$ cat src/rtl/transpose_pkg.sv
// Shared types and helpers for the tile transpose controller.
package transpose_pkg;

  typedef enum logic {
    FILL  = 1'b0,
    DRAIN = 1'b1
  } state_t;

  function automatic int unsigned tile_words(input int unsigned n);
    return n * n;
  endfunction

  function automatic int unsigned cnt_width(input int unsigned n);
    return $clog2(n);
  endfunction

endpackage

$ cat src/rtl/transpose_tile_ctrl_if.sv
// Input stream, output stream and SRAM port of the transpose controller.
interface transpose_tile_ctrl_if #(
  parameter int DATA_W = 16,
  parameter int ADDR_W = 12
);
  logic              in_valid;
  logic              in_ready;
  logic [DATA_W-1:0] in_data;
  logic              out_valid;
  logic              out_ready;
  logic [DATA_W-1:0] out_data;
  logic              out_last;
  logic              mem_cs;
  logic              mem_we;
  logic [ADDR_W-1:0] mem_addr;
  logic [DATA_W-1:0] mem_wdata;
  logic [DATA_W-1:0] mem_rdata;

  // master: the controller; slave: producer, consumer and SRAM around it
  modport master (
    input  in_valid, in_data, out_ready, mem_rdata,
    output in_ready, out_valid, out_data, out_last,
           mem_cs, mem_we, mem_addr, mem_wdata
  );

  modport slave (
    output in_valid, in_data, out_ready, mem_rdata,
    input  in_ready, out_valid, out_data, out_last,
           mem_cs, mem_we, mem_addr, mem_wdata
  );
endinterface

$ cat src/rtl/transpose_tile_ctrl_out_fifo2.sv
// Two-entry register FIFO holding {last, data} between SRAM read data and the output stream.
module out_fifo2 #(
  parameter int W = 17
) (
  input  logic         clk,
  input  logic         rst,
  input  logic         push,
  input  logic [W-1:0] push_data,
  input  logic         pop,
  output logic [1:0]   occ,
  output logic [W-1:0] head
);
  logic [W-1:0] slot [2];
  logic         rd_ptr;
  logic         wr_ptr;

  always_ff @(posedge clk or posedge rst) begin
    if (rst) begin
      rd_ptr <= 1'b0;
      wr_ptr <= 1'b0;
      occ    <= '0;
    end else begin
      if (push) wr_ptr <= ~wr_ptr;
      if (pop)  rd_ptr <= ~rd_ptr;
      case ({push, pop})
        2'b10:   occ <= occ + 2'd1;
        2'b01:   occ <= occ - 2'd1;
        default: occ <= occ;
      endcase
    end
  end

  // Payload needs no reset; occupancy alone qualifies it.
  always_ff @(posedge clk) begin
    if (push) slot[wr_ptr] <= push_data;
  end

  assign head = slot[rd_ptr];
endmodule

$ cat src/rtl/transpose_tile_ctrl.sv
// Writes an N x N tile row-major into a single-bank SRAM, then streams it back column-major.
module transpose_tile_ctrl
  import transpose_pkg::*;
#(
  parameter int N      = 4,
  parameter int DATA_W = 16,
  parameter int ADDR_W = 12
) (
  input  logic                  clk,
  input  logic                  rst,
  transpose_tile_ctrl_if.master bus,
  output logic                  tile_done,
  output logic                  busy
);
  localparam int unsigned WORDS = tile_words(N);
  localparam int unsigned CNT_W = cnt_width(N);

  if (N < 2) begin : g_bad_n
    $error("transpose_tile_ctrl: N must be >= 2");
  end
  if (WORDS > (64'd1 << ADDR_W)) begin : g_bad_addr
    $error("transpose_tile_ctrl: N*N exceeds SRAM address space");
  end

  state_t            state, state_next;
  logic [ADDR_W-1:0] wr_addr;
  logic [ADDR_W-1:0] rd_addr;
  logic [CNT_W-1:0]  rd_row;
  logic [CNT_W-1:0]  rd_col;
  logic              pend;
  logic              pend_last;

  logic              in_ready;
  logic              wr;
  logic              rd_issue;
  logic              wr_at_end;
  logic              rd_at_end;
  logic              row_wrap;
  logic              pop;
  logic [1:0]        occ;
  logic [DATA_W:0]   head;

  assign wr_at_end = (wr_addr == ADDR_W'(WORDS - 1));
  assign row_wrap  = (rd_row == CNT_W'(N - 1));
  assign rd_at_end = row_wrap && (rd_col == CNT_W'(N - 1));

  always_ff @(posedge clk or posedge rst) begin
    if (rst) state <= FILL;
    else     state <= state_next;
  end

  always_comb begin
    state_next = state;
    case (state)
      FILL:    if (wr && wr_at_end)       state_next = DRAIN;
      DRAIN:   if (rd_issue && rd_at_end) state_next = FILL;
      default: state_next = FILL;
    endcase
  end

  // Issue only if the FIFO still has room once this read's data lands next cycle.
  always_comb begin
    in_ready      = (state == FILL) && !rst;
    wr            = bus.in_valid && in_ready;
    pop           = bus.out_valid && bus.out_ready;
    rd_issue      = (state == DRAIN) &&
                    (({1'b0, occ} + {2'b00, pend}) < (3'd2 + {2'b00, pop}));
    bus.in_ready  = in_ready;
    bus.mem_cs    = wr || rd_issue;
    bus.mem_we    = wr;
    bus.mem_addr  = wr ? wr_addr : rd_addr;
    bus.mem_wdata = bus.in_data;
    bus.out_valid = (occ != 2'd0);
    bus.out_data  = head[DATA_W-1:0];
    bus.out_last  = bus.out_valid && head[DATA_W];
    tile_done     = pop && head[DATA_W];
    busy          = (state == DRAIN) || (occ != 2'd0);
  end

  always_ff @(posedge clk or posedge rst) begin
    if (rst) begin
      wr_addr   <= '0;
      rd_addr   <= '0;
      rd_row    <= '0;
      rd_col    <= '0;
      pend      <= 1'b0;
      pend_last <= 1'b0;
    end else begin
      pend      <= rd_issue;
      pend_last <= rd_issue && rd_at_end;
      if (wr) wr_addr <= wr_at_end ? '0 : wr_addr + ADDR_W'(1);
      // Column-major walk: +N down a column, jump to the next column's top on row wrap.
      if (rd_issue) begin
        if (rd_at_end) begin
          rd_row  <= '0;
          rd_col  <= '0;
          rd_addr <= '0;
        end else if (row_wrap) begin
          rd_row  <= '0;
          rd_col  <= rd_col + CNT_W'(1);
          rd_addr <= ADDR_W'(rd_col) + ADDR_W'(1);
        end else begin
          rd_row  <= rd_row + CNT_W'(1);
          rd_addr <= rd_addr + ADDR_W'(N);
        end
      end
    end
  end

  out_fifo2 #(.W(DATA_W + 1)) u_fifo (
    .clk       (clk),
    .rst       (rst),
    .push      (pend),
    .push_data ({pend_last, bus.mem_rdata}),
    .pop       (pop),
    .occ       (occ),
    .head      (head)
  );
endmodule
$ cat src/flat_wrapper.sv
// flat-port wrapper written by rule: the top's interface ports become plain ports
module transpose_tile_ctrl_flat import transpose_pkg::*;
#(
  parameter int N      = 4,
  parameter int DATA_W = 16,
  parameter int ADDR_W = 12
)
  (clk, rst, tile_done, busy, bus_in_valid, bus_in_data, bus_out_ready, bus_mem_rdata, bus_in_ready, bus_out_valid, bus_out_data, bus_out_last, bus_mem_cs, bus_mem_we, bus_mem_addr, bus_mem_wdata);
  transpose_tile_ctrl_if #(.DATA_W(DATA_W), .ADDR_W(ADDR_W)) bus_i ();
  input  logic clk;
  input  logic rst;
  output logic tile_done;
  output logic busy;
  input wire logic [$bits(bus_i.in_valid)-1:0] bus_in_valid;
  input wire logic [$bits(bus_i.in_data)-1:0] bus_in_data;
  input wire logic [$bits(bus_i.out_ready)-1:0] bus_out_ready;
  input wire logic [$bits(bus_i.mem_rdata)-1:0] bus_mem_rdata;
  output wire logic [$bits(bus_i.in_ready)-1:0] bus_in_ready;
  output wire logic [$bits(bus_i.out_valid)-1:0] bus_out_valid;
  output wire logic [$bits(bus_i.out_data)-1:0] bus_out_data;
  output wire logic [$bits(bus_i.out_last)-1:0] bus_out_last;
  output wire logic [$bits(bus_i.mem_cs)-1:0] bus_mem_cs;
  output wire logic [$bits(bus_i.mem_we)-1:0] bus_mem_we;
  output wire logic [$bits(bus_i.mem_addr)-1:0] bus_mem_addr;
  output wire logic [$bits(bus_i.mem_wdata)-1:0] bus_mem_wdata;
  assign bus_i.in_valid = bus_in_valid;
  assign bus_i.in_data = bus_in_data;
  assign bus_i.out_ready = bus_out_ready;
  assign bus_i.mem_rdata = bus_mem_rdata;
  assign bus_in_ready = bus_i.in_ready;
  assign bus_out_valid = bus_i.out_valid;
  assign bus_out_data = bus_i.out_data;
  assign bus_out_last = bus_i.out_last;
  assign bus_mem_cs = bus_i.mem_cs;
  assign bus_mem_we = bus_i.mem_we;
  assign bus_mem_addr = bus_i.mem_addr;
  assign bus_mem_wdata = bus_i.mem_wdata;
  transpose_tile_ctrl #(.N(N), .DATA_W(DATA_W), .ADDR_W(ADDR_W)) u_core (.clk(clk), .rst(rst), .bus(bus_i), .tile_done(tile_done), .busy(busy));
endmodule
$ cat config.mk
export PLATFORM = sky130hd
export DESIGN_NAME = transpose_tile_ctrl_flat
export DESIGN_NICKNAME = d
export VERILOG_FILES = /design/src/rtl/transpose_pkg.sv /design/src/rtl/transpose_tile_ctrl_if.sv /design/src/rtl/transpose_tile_ctrl_out_fifo2.sv /design/src/rtl/transpose_tile_ctrl.sv /design/src/flat_wrapper.sv
export SDC_FILE = /design/constraint.sdc
export NUM_CORES = 1
export LEC_CHECK = 0
export ABC_CLOCK_PERIOD_IN_PS = 2550
export BUFFER_PORTS_ARGS = -buffer_cell sky130_fd_sc_hd__clkbuf_2
export CORE_MARGIN = 5
export CORE_UTILIZATION = 40
export CTS_CLUSTER_SIZE = 20
export DETAILED_ROUTE_END_ITERATION = 10
export PLACE_DENSITY = 0.63
export SLEW_MARGIN = 5
export SYNTH_ARGS = -nofsm -noshare
export SYNTH_HDL_FRONTEND = slang
export SYNTH_SLANG_ARGS = --single-unit
$ cat constraint.sdc
create_clock -name clk -period 2.55 [get_ports clk]
set_input_delay 0.255 -clock clk [delete_from_list [all_inputs] [get_ports clk]]
set_output_delay 0.255 -clock clk [all_outputs]
set_load 0.005 [all_outputs]
==> metrics.log, run 1 <==
INFO  metric synthArstFlopShare = 0.507
INFO  metric worst_setup_hold_path_clk_slew = 80 ps
INFO  metric initial_core_util = 0.406
INFO  metric timing.final.crit_share = 0.878
INFO  metric setup_buffers_after_cts = 0
INFO  metric fin_util = 0.465
INFO  metric io_buffers = 54
INFO  metric grt_antenna_before_repair = 0
INFO  metric worstHoldPathType = input pin to asynchronous set/reset pin
INFO  metric number_of_different_library_cells_in_the_post_synthesis_netlist = 41
INFO  metric timing.critical_path.required = 2300 ps
INFO  metric fp.dieArea = 0.0102 mm²
INFO  metric clockRootBuffer = sky130_fd_sc_hd__clkbuf_8
INFO  metric detailedPlace.worstSlack = 486 ps
INFO  metric first_iter_violations = 67
INFO  metric num-nets-final = 371
INFO  metric p_leak = 1.66 nW
INFO  metric post-route-drc-count = 0
INFO  metric postCtsHoldBufs = 0
INFO  metric worst_ir_drop_vdd = 400 µV
INFO  metric pin_count_of_the_biggest_net_entering_global_routing = 36
INFO  metric io_pins = 87
INFO  metric rrSetupSlack = 470 ps
INFO  metric setup-violations-final = 0
INFO  metric sequential_cell_area = 0.00190 mm²
INFO  metric gr-total-overflow = 0
INFO  metric timing.critical_path.fanout_max = 6
INFO  metric synth_enable_flop_cells = 34
INFO  metric grt_pass1_wl = 10.8 mm
INFO  metric routed_wirelength = 6.38 mm
INFO  metric n_antenna_cell = 0
INFO  metric routed_via_density = 5.20
INFO  metric relSlewSlack = 0.483
INFO  metric chipHeight = 101 µm
INFO  metric synth_warnings = 0
INFO  metric outcome = finished, final reports clean
INFO  metric route.antenna.remaining_nets = 0
INFO  metric avgSynthCellArea = 11.6 µm²
INFO  metric timing.max_cap.violations = 0
INFO  metric synth.net_count = 329
INFO  metric timing_worst_setup_path_type = flip-flop to primary output
INFO  metric cts_resized = 0
INFO  metric finalSetupTns = 0 ps
INFO  metric cts_htree_levels = 3
INFO  metric clock_path_buffers = 2
INFO  metric setup.worst_path.start_class = flip-flop
INFO  metric synthesis_to_layout_area_growth = 14.6%
INFO  metric num-fill-cells = 776
INFO  metric fin_ws = 311 ps
INFO  metric final_layout_size_suffix_gt1_frac = 0.298
INFO  metric yosysSeqAreaShare = 0.574
INFO  metric synth.cell_area = 0.00330 mm²
INFO  metric synth_seq_cells = 69
INFO  metric fin_worst_skew = 11.7 ps
INFO  metric grt_setup_unrepaired = no
INFO  metric post-route-min-period = 2240 ps
INFO  metric max_clock_freq = 447 MHz
INFO  metric area_of_the_multi_input_gates = 0.00121 mm²
INFO  metric gate_count_of_the_mapped_netlist = 285
INFO  metric die_width = 101 µm
INFO  metric fin_hold_ws = 12.2 ps
INFO  metric final_weighted_congestion_in_routability_driven_placement = 0.894
INFO  metric worst-slew-pin-transition = 776 ps
INFO  metric critical_path_data_arrival_time = 1980 ps
INFO  metric detail_route.wl_per_cell = 14.6 µm
INFO  metric core-area = 0.00813 mm²
INFO  metric clock_latency = 340 ps
INFO  metric drt-pass1-iter-count = 4
INFO  metric cp-end-kind = primary output
INFO  metric post-dp-hpwl = 4.65 mm
INFO  metric placementRows = 33
INFO  metric numPlacedInstances = 421
INFO  metric report.final.hold_viol_count = 0
INFO  metric timing_max_transition_violations_final = 0
INFO  metric powerDensity = 1000 mW/mm²
INFO  metric postSynth.topFlopCell = sky130_fd_sc_hd__dfrtp_1
INFO  metric vias = 2271
INFO  metric cts_made_buffers = 9
INFO  metric cts_sinks = 69
INFO  metric number_of_global_route_vias_before_repair = 2249
INFO  metric layoutNonFillerInstCount = 437
INFO  metric cts_tree = done
INFO  metric grt.total_usage = 0.134
## power by group
part | switching (W) | internal (W) | leakage [nW]
combinational | 0.000562 | 0.000564 | 0.811
sequential | 0.000291 | 0.00143 | 0.746
clock | 0.000396 | 0.000550 | 0.102
total | 0.00125 | 0.00255 | 1.66
## routing by layer
layer  track usage  routed length (µm)  vias to the layer above
met5             0                   0                        -
met4        0.0425                  82                        0
met3        0.0505                 590                       10
met2         0.212                2950                       79
met1         0.169                2760                     1099
li1              -                   -                     1083
## critical path, stage by stage (launching register included)
cell and delay [ps]:
sky130_fd_sc_hd__dfrtp_1 470, sky130_fd_sc_hd__ha_1 340, sky130_fd_sc_hd__o21ai_0 360, sky130_fd_sc_hd__nand2_1 230, sky130_fd_sc_hd__nand2_1 130, sky130_fd_sc_hd__clkbuf_2 120
## cells in the mapped netlist, drive strengths merged (9+ instances only)
cell type | instances | share of area
buf | 17 | 0.038
mux2 | 21 | 0.072
nor2 | 14 | 0.016
o21ai | 19 | 0.030
clkbuf | 9 | 0.010
inv | 9 | 0.010
edfxtp | 34 | 0.31
nand2 | 41 | 0.047
dfrtp | 35 | 0.27
## cell families after synthesis
logic type	Yosys count	share of synthesized area
adders and majority gates	8	0.0303
AOI/OAI and AO/OA	38	0.0720
muxes	22	0.0746
buffers and inverters	36	0.0606
and+or+nand+nor	99	0.154
xor gates and xnor gates	13	0.0345
DFF	69	0.574
## final timing paths
kind                                 startpoint                         to  depth (start not counted)
setup / recovery           u_core.u_fifo.occ[0]                 bus_mem_cs                          5
hold / removal                              rst       u_core.u_fifo.occ[1]                          3
setup reg to reg           u_core.u_fifo.occ[0]          u_core.rd_addr[6]                          5
hold reg to reg                u_core.pend_last  u_core.u_fifo.slot[0][16]                          0
max in group asynchronous                   rst       u_core.u_fifo.rd_ptr                          3
min in group clk               bus_mem_rdata[5]   u_core.u_fifo.slot[1][5]                          1
## cell usage in the layout (no fill, tap or decap), drive strengths merged, types with 4 or more instances in the layout
master and count:
ha 8, xnor2 5, nor2 14, nand4 5
nand2 41, dfrtp 35, edfxtp 34, clkbuf 64
xor2 8, or4 4, o21ai 19, mux2 21
nand2b 4, inv 9, nor3 6, nand3 8
o31ai 8
## cell type report
cell class | instances | share of cell area
multi-input combinational | 180 | 0.319
sequential | 69 | 0.501
timing repair buffer | 57 | 0.0773
clock inverter | 6 | 0.0235
tap | 105 | 0.0347
clock buffer | 10 | 0.0337
inverter | 10 | 0.0112
## through the flow
step,power (W),cell area [µm²]
floorplan,0.00245,3300
global placement,0.00286,3570
detailed placement,0.00288,3570
CTS,0.00384,3790
global route,0.00408,3790
finish,0.00379,3790
## sequential cells by signal, summed over array words and instances, names as in the netlist, 2 cells and up
register / cells
u_core.rd_addr: 12
u_core.rd_col: 2
u_core.rd_row: 2
u_core.u_fifo.occ: 2
u_core.u_fifo.slot: 34
u_core.wr_addr: 12
(Power assumes the default switching activity.)
==> inputs of run 2 (changes only) <==
--- a/config.mk
+++ b/config.mk
@@ -8,10 +8,10 @@
 export ABC_CLOCK_PERIOD_IN_PS = 2550
 export BUFFER_PORTS_ARGS = -buffer_cell sky130_fd_sc_hd__clkbuf_2
 export CORE_MARGIN = 5
-export CORE_UTILIZATION = 40
+export CORE_UTILIZATION = 38
 export CTS_CLUSTER_SIZE = 20
 export DETAILED_ROUTE_END_ITERATION = 10
-export PLACE_DENSITY = 0.63
+export PLACE_DENSITY = 0.61
 export SLEW_MARGIN = 5
 export SYNTH_ARGS = -nofsm -noshare
 export SYNTH_HDL_FRONTEND = slang
==> metrics.log, run 2 (synthesized netlist as in run 1, its figures left out) <==
INFO  metric relSlewSlack = 0.474 (-0.00909)
INFO  metric n_antenna_cell = 0 (unchanged)
INFO  metric detailedPlace.worstSlack = 512 ps (+26.1 ps)
INFO  metric cts_resized = 0 (unchanged)
INFO  metric post-dp-hpwl = 4.64 mm (-0.31%)
INFO  metric number_of_global_route_vias_before_repair = 2132 (-5.2%)
INFO  metric setup-violations-final = 0 (unchanged)
INFO  metric die_width = 103 µm (+2.3%)
INFO  metric timing.final.crit_share = 0.888 (+0.0104)
INFO  metric pin_count_of_the_biggest_net_entering_global_routing = 36 (unchanged)
INFO  metric largest_register_ff_count = 34 (unchanged)
INFO  metric biggestRegsByFlops = u_core.u_fifo.slot: 34 flops, u_core.rd_addr: 12 flops, u_core.wr_addr: 12 flops
INFO  metric postCtsHoldBufs = 0 (unchanged)
INFO  metric report.final.hold_viol_count = 0 (unchanged)
INFO  metric fp.dieArea = 0.0107 mm² (+4.7%)
INFO  metric route.antenna.remaining_nets = 0 (unchanged)
INFO  metric outcome = finished, final reports clean
INFO  metric timing_worst_setup_path_type = flip-flop to primary output
INFO  metric worst-slew-pin-transition = 790 ps (+13.6 ps)
INFO  metric core-area = 0.00859 mm² (+5.6%)
INFO  metric routed_via_density = 4.96 (-4.6%)
INFO  metric timing.critical_path.fanout_max = 6 (unchanged)
INFO  metric clock_latency = 350 ps (about the same)
INFO  metric clockRootBuffer = sky130_fd_sc_hd__clkbuf_8
INFO  metric final_layout_size_suffix_gt1_frac = 0.298 (unchanged)
INFO  metric post-route-drc-count = 0 (unchanged)
INFO  metric grt_setup_unrepaired = no
INFO  metric cp-end-kind = primary output
INFO  metric post-route-min-period = 2270 ps (+26.5 ps)
INFO  metric cts_sinks = 69 (unchanged)
INFO  metric detail_route.wl_per_cell = 14.7 µm (+0.53%)
INFO  metric topRoutingLayerUsed = met4
INFO  metric fin_ws = 285 ps (-26.5 ps)
INFO  metric gr-total-overflow = 0 (unchanged)
INFO  metric vias = 2182 (-3.9%)
INFO  metric cts_made_buffers = 9 (unchanged)
INFO  metric initial_core_util = 0.384 (-0.0217)
INFO  metric final_weighted_congestion_in_routability_driven_placement = 0.904 (+1.1%)
INFO  metric layout_commonest_cell = sky130_fd_sc_hd__clkbuf_2
INFO  metric routed_wirelength = 6.46 mm (+1.2%)
INFO  metric grt_pass1_wl = 10.5 mm (-2.3%)
INFO  metric cts_htree_levels = 3 (unchanged)
INFO  metric synthesis_to_layout_area_growth = 14.2%
INFO  metric io_pins = 87 (unchanged)
INFO  metric timing_max_transition_violations_final = 0 (unchanged)
INFO  metric drt-pass1-iter-count = 4 (unchanged)
INFO  metric clock_path_buffers = 2 (unchanged)
INFO  metric grt_antenna_before_repair = 0 (unchanged)
INFO  metric most-common-layout-cells = sky130_fd_sc_hd__clkbuf_2, sky130_fd_sc_hd__nand2_1, sky130_fd_sc_hd__dfrtp_1, sky130_fd_sc_hd__edfxtp_1, sky130_fd_sc_hd__mux2_2
INFO  metric worstHoldPathType = input pin to asynchronous set/reset pin
INFO  metric timing.max_cap.violations = 0 (unchanged)
INFO  metric grt.total_usage = 0.129 (-0.00420)
INFO  metric chipHeight = 103 µm (+2.3%)
INFO  metric fin_worst_skew = 9.91 ps (-1.78 ps)
INFO  metric met3RoutedLength = 565 µm (-4.2%)
INFO  metric timing.critical_path.required = 2300 ps (about the same)
INFO  metric num-nets-final = 371 (unchanged)
INFO  metric detail_route.wirelength.met1 = 3.01 mm (+9.0%)
INFO  metric io_buffers = 54 (unchanged)
INFO  metric placementRows = 34 (+3.0%)
INFO  metric max_clock_freq = 441 MHz (-1.2%)
INFO  metric finalSetupTns = 0 ps (unchanged)
INFO  metric fin_util = 0.439 (-0.0265)
INFO  metric met2_length = 2.82 mm (-4.4%)
INFO  metric max_flop_register = u_core.u_fifo.slot
INFO  metric first_iter_violations = 114 (+70%)
INFO  metric critical_path_data_arrival_time = 2010 ps (+30 ps)
INFO  metric cts_tree = done
INFO  metric p_leak = 1.65 nW (-0.54%)
INFO  metric worst_setup_hold_path_clk_slew = 70 ps (about the same)
INFO  metric setup.worst_path.start_class = flip-flop
INFO  metric powerDensity = 990 mW/mm² (-1.2%)
INFO  metric worst_ir_drop_vdd = 337 µV (-16%)
INFO  metric setup_buffers_after_cts = 0 (unchanged)
[run 2: cell types whose count changed in the layout (fill, tap and decap cells not counted)]
cell / previous run / this run
sky130_fd_sc_hd__bufinv_16: 2 / 1
sky130_fd_sc_hd__clkbuf_1: 1 / 0
sky130_fd_sc_hd__clkinv_1: 0 / 1
sky130_fd_sc_hd__clkinv_2: 1 / 0
sky130_fd_sc_hd__clkinv_4: 2 / 3
sky130_fd_sc_hd__inv_6: 0 / 1
[run 2: stage by stage]
step | power [W] | cell area (µm²) | instances | hold slack, ps
6_report | 0.00373 | 3770 | 440 | 2.29
5_1_grt | 0.00400 | 3770 | 440 | 58.4
4_1_cts | 0.00379 | 3770 | 440 | 8.03
3_5_place_dp | 0.00288 | 3570 | 424 | 394
3_3_place_gp | 0.00286 | 3570 | 424 | 392
2_1_floorplan | 0.00245 | 3300 | 285 | 354
[run 2: area by class of cell]
cell class,count,area [µm²]
fill,829,4820
sequential,69,1900
multi-input combinational,180,1210
timing repair buffer,57,293
tap,108,135
clock buffer,9,124
clock inverter,7,75.1
inverter,10,42.5
[run 2: layer usage]
metal,global-route usage,vias to the layer above
met5,0,-
met4,0.0438,0
met3,0.0516,12
met2,0.197,92
met1,0.169,1001
li1,-,1077
[run 2: power breakdown]
part	internal (W)	switching (W)	total, W	leakage [nW]
Clock	0.000454	0.000428	0.000882	0.0935
Sequential	0.00143	0.000287	0.00172	0.746
Combinational	0.000563	0.000571	0.00113	0.811
[run 2: critical path, cell delays in order, from the launching register on]
cell and delay (ps):
sky130_fd_sc_hd__dfrtp_1 460, sky130_fd_sc_hd__ha_1 330, sky130_fd_sc_hd__o21ai_0 390, sky130_fd_sc_hd__nand2_1 230, sky130_fd_sc_hd__nand2_1 120, sky130_fd_sc_hd__clkbuf_2 120
[run 2: final timing paths]
| check | startpoint | end | slack [ps] | cells past startpoint |
|---|---|---|---|---|
| hold reg to reg | u_core.pend_last | u_core.u_fifo.slot[1][16] | 460 | 0 |
| setup reg to reg | u_core.u_fifo.occ[0] | u_core.rd_addr[6] | 490 | 5 |
| setup / recovery | u_core.u_fifo.occ[0] | bus_mem_cs | 280 | 5 |
| min in group clk | bus_mem_rdata[8] | u_core.u_fifo.slot[1][8] | 90 | 1 |
| hold / removal | rst | u_core.rd_addr[1] | 2 | 3 |
| max in group asynchronous | rst | u_core.u_fifo.occ[1] | 2210 | 3 |
